--- src/rtl/jedro_1_ifu_if.sv ---
// Signal bundle between the jedro_1 fetch unit, the instruction ROM and the decoder.
interface jedro_1_ifu_if #(
  parameter int DATA_WIDTH = 32,
  parameter int ADDR_WIDTH = 32
);
  logic                  mem_en_o;
  logic [ADDR_WIDTH-1:0] mem_addr_o;
  logic [DATA_WIDTH-1:0] mem_rdata_i;
  logic [DATA_WIDTH-1:0] instr_o;
  logic [ADDR_WIDTH-1:0] addr_o;
  logic                  valid_o;
  logic                  ready_i;
  logic                  jmp_i;
  logic [ADDR_WIDTH-1:0] jmp_addr_i;
  logic                  exc_o;
  logic [ADDR_WIDTH-1:0] exc_tval_o;

  modport master (
    output mem_en_o, mem_addr_o, instr_o, addr_o, valid_o, exc_o, exc_tval_o,
    input  mem_rdata_i, ready_i, jmp_i, jmp_addr_i
  );

  modport slave (
    input  mem_en_o, mem_addr_o, instr_o, addr_o, valid_o, exc_o, exc_tval_o,
    output mem_rdata_i, ready_i, jmp_i, jmp_addr_i
  );
endinterface

--- src/rtl/jedro_1_ifu.sv ---
// Instruction fetch unit: issues ROM reads, buffers words in a prefetch FIFO and
// hands instruction/PC pairs to the decoder; handles jumps and misaligned targets.
module jedro_1_ifu #(
  parameter int                    DATA_WIDTH = 32,
  parameter int                    ADDR_WIDTH = 32,
  parameter logic [ADDR_WIDTH-1:0] BOOT_ADDR  = '0,
  parameter int                    FIFO_DEPTH = 4
) (
  input logic           clk_i,
  input logic           rst_i,
  jedro_1_ifu_if.master bus
);
  localparam int PTR_W = $clog2(FIFO_DEPTH);
  localparam int CNT_W = PTR_W + 1;
  localparam logic [CNT_W-1:0] DEPTH_C = CNT_W'(FIFO_DEPTH);

  typedef enum logic {FETCH, MISALIGNED} state_t;
  state_t state_reg, state_next;

  logic [ADDR_WIDTH-1:0] pc_reg;
  logic                  inflight_reg;
  logic [ADDR_WIDTH-1:0] inflight_pc_reg;
  logic [DATA_WIDTH-1:0] instr_mem [FIFO_DEPTH];
  logic [ADDR_WIDTH-1:0] addr_mem  [FIFO_DEPTH];
  logic [PTR_W-1:0]      wr_ptr_reg;
  logic [PTR_W-1:0]      rd_ptr_reg;
  logic [CNT_W-1:0]      count_reg;
  logic [DATA_WIDTH-1:0] last_instr_reg;
  logic [ADDR_WIDTH-1:0] last_addr_reg;
  logic [ADDR_WIDTH-1:0] tval_reg;

  logic jmp_aligned;
  logic head_valid;
  logic issue;
  logic push;
  logic pop;

  assign jmp_aligned = (bus.jmp_addr_i[1:0] == 2'b00);
  assign head_valid  = (count_reg != '0);
  // Credit check counts the in-flight word so a response always has a free slot.
  assign issue = !rst_i && !bus.jmp_i && (state_reg == FETCH) &&
                 ((count_reg + CNT_W'(inflight_reg)) < DEPTH_C);
  assign push  = inflight_reg && !bus.jmp_i;
  assign pop   = head_valid && bus.ready_i && !bus.jmp_i;

  always_ff @(posedge clk_i) begin
    if (rst_i) begin
      state_reg <= FETCH;
    end else begin
      state_reg <= state_next;
    end
  end

  always_comb begin
    state_next = state_reg;
    bus.exc_o  = 1'b0;
    case (state_reg)
      FETCH:      bus.exc_o = 1'b0;
      MISALIGNED: bus.exc_o = 1'b1;
      default:    bus.exc_o = 1'b0;
    endcase
    if (bus.jmp_i) begin
      state_next = jmp_aligned ? FETCH : MISALIGNED;
    end
  end

  always_ff @(posedge clk_i) begin
    if (rst_i) begin
      pc_reg          <= BOOT_ADDR;
      inflight_reg    <= 1'b0;
      inflight_pc_reg <= BOOT_ADDR;
      wr_ptr_reg      <= '0;
      rd_ptr_reg      <= '0;
      count_reg       <= '0;
      last_instr_reg  <= '0;
      last_addr_reg   <= '0;
      tval_reg        <= '0;
    end else begin
      // Remember the visible head so the outputs hold once the FIFO drains.
      if (head_valid) begin
        last_instr_reg <= instr_mem[rd_ptr_reg];
        last_addr_reg  <= addr_mem[rd_ptr_reg];
      end
      inflight_reg <= issue;
      if (issue) begin
        inflight_pc_reg <= pc_reg;
        pc_reg          <= pc_reg + ADDR_WIDTH'(4);
      end
      if (bus.jmp_i) begin
        wr_ptr_reg <= '0;
        rd_ptr_reg <= '0;
        count_reg  <= '0;
        if (jmp_aligned) begin
          pc_reg <= bus.jmp_addr_i;
        end else begin
          tval_reg <= bus.jmp_addr_i;
        end
      end else begin
        if (push) wr_ptr_reg <= wr_ptr_reg + PTR_W'(1);
        if (pop)  rd_ptr_reg <= rd_ptr_reg + PTR_W'(1);
        if (push && !pop) begin
          count_reg <= count_reg + CNT_W'(1);
        end else if (!push && pop) begin
          count_reg <= count_reg - CNT_W'(1);
        end
      end
    end
  end

  always_ff @(posedge clk_i) begin
    if (push && !rst_i) begin
      instr_mem[wr_ptr_reg] <= bus.mem_rdata_i;
      addr_mem[wr_ptr_reg]  <= inflight_pc_reg;
    end
  end

  assign bus.mem_en_o   = issue;
  assign bus.mem_addr_o = pc_reg;
  assign bus.valid_o    = head_valid;
  assign bus.instr_o    = head_valid ? instr_mem[rd_ptr_reg] : last_instr_reg;
  assign bus.addr_o     = head_valid ? addr_mem[rd_ptr_reg] : last_addr_reg;
  assign bus.exc_tval_o = tval_reg;
endmodule

--- src/flat_wrapper.sv ---
// flat-port wrapper written by rule: the top's interface ports become plain ports
module jedro_1_ifu_flat 
#(
  parameter int                    DATA_WIDTH = 32,
  parameter int                    ADDR_WIDTH = 32,
  parameter logic [ADDR_WIDTH-1:0] BOOT_ADDR  = '0,
  parameter int                    FIFO_DEPTH = 4
)
  (clk_i, rst_i, bus_mem_en_o, bus_mem_addr_o, bus_instr_o, bus_addr_o, bus_valid_o, bus_exc_o, bus_exc_tval_o, bus_mem_rdata_i, bus_ready_i, bus_jmp_i, bus_jmp_addr_i);
  jedro_1_ifu_if #(.DATA_WIDTH(DATA_WIDTH), .ADDR_WIDTH(ADDR_WIDTH)) bus_i ();
  input logic clk_i;
  input logic rst_i;
  output wire logic [$bits(bus_i.mem_en_o)-1:0] bus_mem_en_o;
  output wire logic [$bits(bus_i.mem_addr_o)-1:0] bus_mem_addr_o;
  output wire logic [$bits(bus_i.instr_o)-1:0] bus_instr_o;
  output wire logic [$bits(bus_i.addr_o)-1:0] bus_addr_o;
  output wire logic [$bits(bus_i.valid_o)-1:0] bus_valid_o;
  output wire logic [$bits(bus_i.exc_o)-1:0] bus_exc_o;
  output wire logic [$bits(bus_i.exc_tval_o)-1:0] bus_exc_tval_o;
  input wire logic [$bits(bus_i.mem_rdata_i)-1:0] bus_mem_rdata_i;
  input wire logic [$bits(bus_i.ready_i)-1:0] bus_ready_i;
  input wire logic [$bits(bus_i.jmp_i)-1:0] bus_jmp_i;
  input wire logic [$bits(bus_i.jmp_addr_i)-1:0] bus_jmp_addr_i;
  assign bus_mem_en_o = bus_i.mem_en_o;
  assign bus_mem_addr_o = bus_i.mem_addr_o;
  assign bus_instr_o = bus_i.instr_o;
  assign bus_addr_o = bus_i.addr_o;
  assign bus_valid_o = bus_i.valid_o;
  assign bus_exc_o = bus_i.exc_o;
  assign bus_exc_tval_o = bus_i.exc_tval_o;
  assign bus_i.mem_rdata_i = bus_mem_rdata_i;
  assign bus_i.ready_i = bus_ready_i;
  assign bus_i.jmp_i = bus_jmp_i;
  assign bus_i.jmp_addr_i = bus_jmp_addr_i;
  jedro_1_ifu #(.DATA_WIDTH(DATA_WIDTH), .ADDR_WIDTH(ADDR_WIDTH), .BOOT_ADDR(BOOT_ADDR), .FIFO_DEPTH(FIFO_DEPTH)) u_core (.clk_i(clk_i), .rst_i(rst_i), .bus(bus_i));
endmodule
--- config.mk ---
export PLATFORM = sky130hd
export DESIGN_NAME = jedro_1_ifu_flat
export DESIGN_NICKNAME = d
export VERILOG_FILES = /design/src/rtl/jedro_1_ifu_if.sv /design/src/rtl/jedro_1_ifu.sv /design/src/flat_wrapper.sv
export SDC_FILE = /design/constraint.sdc
export NUM_CORES = 1
export LEC_CHECK = 0
export ABC_AREA = 1
export BUFFER_PORTS_ARGS = -buffer_cell sky130_fd_sc_hd__buf_2
export CORE_ASPECT_RATIO = 0.6
export CORE_MARGIN = 5
export CORE_UTILIZATION = 31
export DETAILED_ROUTE_END_ITERATION = 8
export SETUP_SLACK_MARGIN = 0.1
export SLEW_MARGIN = 10
export SYNTH_ARGS = -nofsm -noshare
export SYNTH_HDL_FRONTEND = slang
export SYNTH_SLANG_ARGS = --single-unit
--- constraint.sdc ---
create_clock -name clk_i -period 7.5 [get_ports clk_i]
set_input_delay 1.5 -clock clk_i [delete_from_list [all_inputs] [get_ports clk_i]]
set_output_delay 1.5 -clock clk_i [all_outputs]
set_load 0.1 [all_outputs]
; ---- Yosys cells after proc, flatten, opt, wreduce, memory -nomap -nowiden
; Memory sizes are Yosys's and may differ from the RTL's. A register that Yosys moved wholly into a read port is not among the register bits.
; Cells that the tools add are included.
[word_totals]
ff_bits = 169
ramBits = 256
inputBits = 68
out_inout_bits = 131
word_cells = 54
n_memories = 2
[mem_list]
columns = name, words, word_bits, read_ports, rd_clocked_by_memory_dff, write_ports, line
row1 = u_core.addr_mem, 4, 32, 1, 1, 1, jedro_1_ifu.sv:24  ; logic [ADDR_WIDTH-1:0] addr_mem [FIFO_DEPTH];
row2 = u_core.instr_mem, 4, 32, 1, 1, 1, jedro_1_ifu.sv:23  ; logic [DATA_WIDTH-1:0] instr_mem [FIFO_DEPTH];
[classes]
addsub = 6
order_cmp = 1
mux = 15
bitwise = 2
reduce_logical = 18
[op_table]
columns = op, count
row1 = 2-to-1 mux 32 bit, 5
row2 = adder 32 x 3 -> 32 bit (second input constant), 1
row3 = logical AND 1 bit, 9
row4 = 2-to-1 mux 2 bit, 4
row5 = 2-to-1 mux 3 bit, 2
row6 = adder 2 x 1 -> 2 bit (second input constant), 2
row7 = logical NOT 1 bit, 4
row8 = adder 3 x 1 -> 3 bit, 1
row9 = adder 3 x 1 -> 3 bit (second input constant), 1
row10 = < comparator 3 bit (second input constant), 1
row11 = 2-to-1 mux 1 bit, 3
row12 = nonzero test 3 bit, 1
row13 = subtractor 3 x 1 -> 3 bit (second input constant), 1
row14 = logical NOT 2 bit, 1
row15 = inverter 1 bit, 2
row16 = case mux 1 bit (2 select lines), 1
row17 = AND reduction 2 bit, 1
row18 = nonzero test 2 bit, 1
row19 = OR reduction 2 bit, 1

; ---- Depth between registers and ports, before layout
[depth]
word_depth = 7
ltp_mapped = 12
ltp_nobuf = 12

; ---- Worst setup path before layout
; No wires, ideal clock.
[synth_timing]
path_kind = input to register
start = in rst_i
end = mem u_core.addr_mem[0][0] (enable)
setup_ns = 0.486
arrival_time_ns = 5.006
t_required_ns = 7.014
slack_ns = 2.008
stages = 6
n_path_buf = 3
cell_sequence = buf_2 clkinv_2 clkbuf_1 clkbuf_1 nand2_1 nor2_1
[synth_between]
elab_chain_len = 4
[synth_lines]
columns = item, line
row1 = start: declaration, flat_wrapper.sv:12  ; input logic rst_i;
row2 = logical NOT 1 bit, jedro_1_ifu.sv:111  ; if (push && !rst_i) begin
row3 = logical AND 1 bit, jedro_1_ifu.sv:111
row4 = 2-to-1 mux 1 bit, jedro_1_ifu.sv:111
row5 = 2-to-1 mux 1 bit (not written as such), jedro_1_ifu.sv:113  ; addr_mem[wr_ptr_reg] <= inflight_pc_reg;
row6 = end: declaration, jedro_1_ifu.sv:24
; No other way between the ends.

; ---- Worst setup path after layout
[layout_timing]
start = in rst_i
end = out bus_mem_en_o
[layout_between]
elab_chain_len = 4
[layout_lines]
columns = item, line
row1 = logical NOT 1 bit, jedro_1_ifu.sv:41  ; assign issue = !rst_i && !bus.jmp_i && (state_reg == FETCH) &&
row2 = logical AND 1 bit (3 in series), jedro_1_ifu.sv:41
row3 = end: declaration, flat_wrapper.sv:13  ; output wire logic [$bits(bus_i.mem_en_o)-1:0] bus_mem_en_o;
; No other way between the ends.

==> impl_metrics.toml <==
[worst_hold_path]
hold_path.class = "reg -> reg"
hold_start = "u_core.rd_ptr_reg[1]"
hold_path_depth = 2

[worst_setup_path]
path_class = "in -> out"
cp-startpoint = "rst_i"
cp_num_buf_inv = 4
cpLargestDelayFamily = "buffers and inverters"
worst-path-max-fanout = 62
cpPeakStageDelay_ns = 0.84
r2r_setup_slack_ns = 4.36
crit_required_ns = 6.00
end_kind = "output port"
start_kind = "input pin"
path_cells = "buf_4 > clkinv_2 > nand2_2 > nor2_4 > nand3_4 > inv_2 > buf_2"
slowest_stage = "inv_2"
rr_worst_depth = 5
reg2reg_from = "u_core.inflight_reg"
r2r-end = "u_core.instr_mem[0][23]"
cp.arrival_ns = 3.80

[route]
wirelength_mm = 42.6
drt_iter0_drc = 813
dr_total_vias = 12055
ant_nets = 0
wl_per_cell_um = 16.7
drc = 0
drtPass1Iterations = 5
viasPerCell = 4.73

[floorplan]
die_h_um = 190
design.core.area_mm2 = 0.0538
io-pin-count = 199
die_width_um = 310
start_util = 0.311
placementRows = 66
dieArea_mm2 = 0.0589

[placed_design]
io_buffers = 198
dp_hpwl_mm = 25.9
placed_area_mm2 = 0.0183
gp_congestion = 0.835

[clock_tree]
cts.clk_slew.worst_paths_ns = 0.06
cts_setup_buffers = 0
postCtsHoldBufs = 0
cts_sinks = 427
numCtsBuffers = 45
cts_tree = "built"
cts_max_level = 2
clk_latency_ns = 0.56
clockBufferDepth = 3
root_buffer = "clkbuf_16"
cts-resized-gates = 0

[sta]
finalSetupViolCount = 0
fin_tns_setup_ns = 0
rsz0062_at_grt = "no"
drv_slew = 0
finClkSkew_ns = 0.0185
fmax_ghz = 0.189
period_share = 0.707
whs_ns = 0.458
slew_headroom = 0.246
hold_viol_final = 0
worstMarginPinSlew_ns = 1.13
period_needed_ns = 5.30

[synth]
synthDistinctLibCells = 35
synth_top_area_share = 0.459
yosys_warnings = 0
synth_seq_cells = 427
syn_inst = 1634
avgSynthCellArea_um2 = 10.3
synth_area_leaders = "edfxtp_1 (46%), dfxtp_1 (20%), nand2_1 (7.2%)"
synth_top_cell_by_area = "edfxtp_1"
synth_seq_area_share = 0.663
syn_nets = 1709
netlist_area_mm2 = 0.0168

[cells_and_area]
drive_gt1_frac = 0.171
reg_top3 = "u_core.addr_mem: 128 flops, u_core.instr_mem: 128 flops"
layout.nets = 1872
stdcell_area_mm2 = 0.0198
seq_area_mm2 = 0.0111
fillCellCount = 5322
syn_to_final_growth_pct = 18.4
multi_input_area_mm2 = 0.00490

[grt]
antenna_found_initial = 1
grt_max_degree = 94
grt_pass1_wl_mm = 66.6
grt_usage = 0.142
grt_overflow = 0
grt_pass1_vias = 11817

[flow_run]
maxCapViolations = 0

[outcome]
status = "finished clean"

[pwr]
peakVddDrop_uv = 142
p_per_area_mw_per_mm2 = 279
leakage_nw = 7.74
==> per-layer routing <==
layer  part of all wire  vias up  routed length (um)  GRT usage
li1                   -     5935                   -          -
met1               0.48     5825               20400      0.199
met2               0.45      235               19400      0.229
met3              0.045       58                1940     0.0280
met4              0.020        2                 872     0.0355
met5            0.00031        -                  13          0
==> layout by cell type (no fill, tap or decap), drive strengths merged <==
cell type  netlist  layout
nand2          325     325
nor2           292     292
edfxtp         256     256
buf             49     211
dfxtp          171     171
o21ai          144     144
a21oi          112     112
inv             80      82
clkbuf          46      65
o32ai           64      64
nand3           40      40
nand4           12      12
clkinv           3      12
xor2            11      11
o21bai           7       7
ha               6       6
clkinvlp         0       5
xnor2            3       3
nand3b           3       3
bufinv           0       3
nor3             3       3
or2              2       2
diode            0       1
o211ai           1       1
a31oi            1       1
a31o             1       1
o211a            1       1
fa               1       1
==> worst max path at each step <==
stage | endpoint | slack [ns] | depth (start not counted)
after floorplan | u_core.addr_mem[0][0] | 2.01 | 6
after global placement | bus_mem_en_o | 2.18 | 7
after detailed placement | bus_mem_en_o | 2.17 | 7
after CTS | bus_mem_en_o | 2.17 | 7
after global routing | bus_mem_en_o | 2.01 | 7
final | bus_mem_en_o | 2.20 | 7
==> area by class of cell <==
class | instances | area share
clock inverters | 19 | 0.00934
repair buffers | 211 | 0.0550
clock buffers | 65 | 0.0669
inverters | 83 | 0.0159
flip-flops and latches | 427 | 0.561
multi-input cells | 1029 | 0.247
well taps | 714 | 0.0450
diodes | 1 | 0.000126
==> Yosys cell counts (all sizes together) <==
cell	instances
a31oi	1
inv	80
nand3b	3
fa	1
nand3	40
xor2	11
ha	6
dfxtp	171
clkbuf	46
nor3	3
o211ai	1
clkinv	3
a21oi	112
buf	49
nor2	292
nand4	12
o21bai	7
o21ai	144
nand2	325
edfxtp	256
or2	2
o211a	1
o32ai	64
xnor2	3
a31o	1
==> through the flow <==
step / cells / worst slack [ns] / utilization / power (mW)
6_report: 2549 / 2.20 / 0.368 / 5.54
3_3_place_gp: 2464 / 2.18 / 0.340 / 3.34
5_1_grt: 2548 / 2.01 / 0.368 / 5.76
4_1_cts: 2548 / 2.17 / 0.368 / 5.61
2_1_floorplan: 1634 / 2.01 / - / 3.20
3_5_place_dp: 2464 / 2.17 / 0.340 / 3.34
==> cells by family after synthesis <==
logic type	count (synthesis)	synth area share
adder cells (fa/ha/maj)	7	0.00568
flip-flops	427	0.663
AO/OA/AOI/OAI	331	0.115
buffers and inverters	178	0.0464
AND/OR/NAND/NOR	677	0.162
XOR/XNOR	14	0.00732
==> power breakdown <==
group	internal (mW)	switching, mW
clock	1.34	0.914
sequential	2.54	0.0435
combinational	0.108	0.597
total	3.98	1.56
==> worst min-delay path: stages (launching register included) <==
cell	delay, ns
dfxtp_1	0.30
inv_1	0.05
a21oi_1	0.07
(Power assumes the default switching activity.)
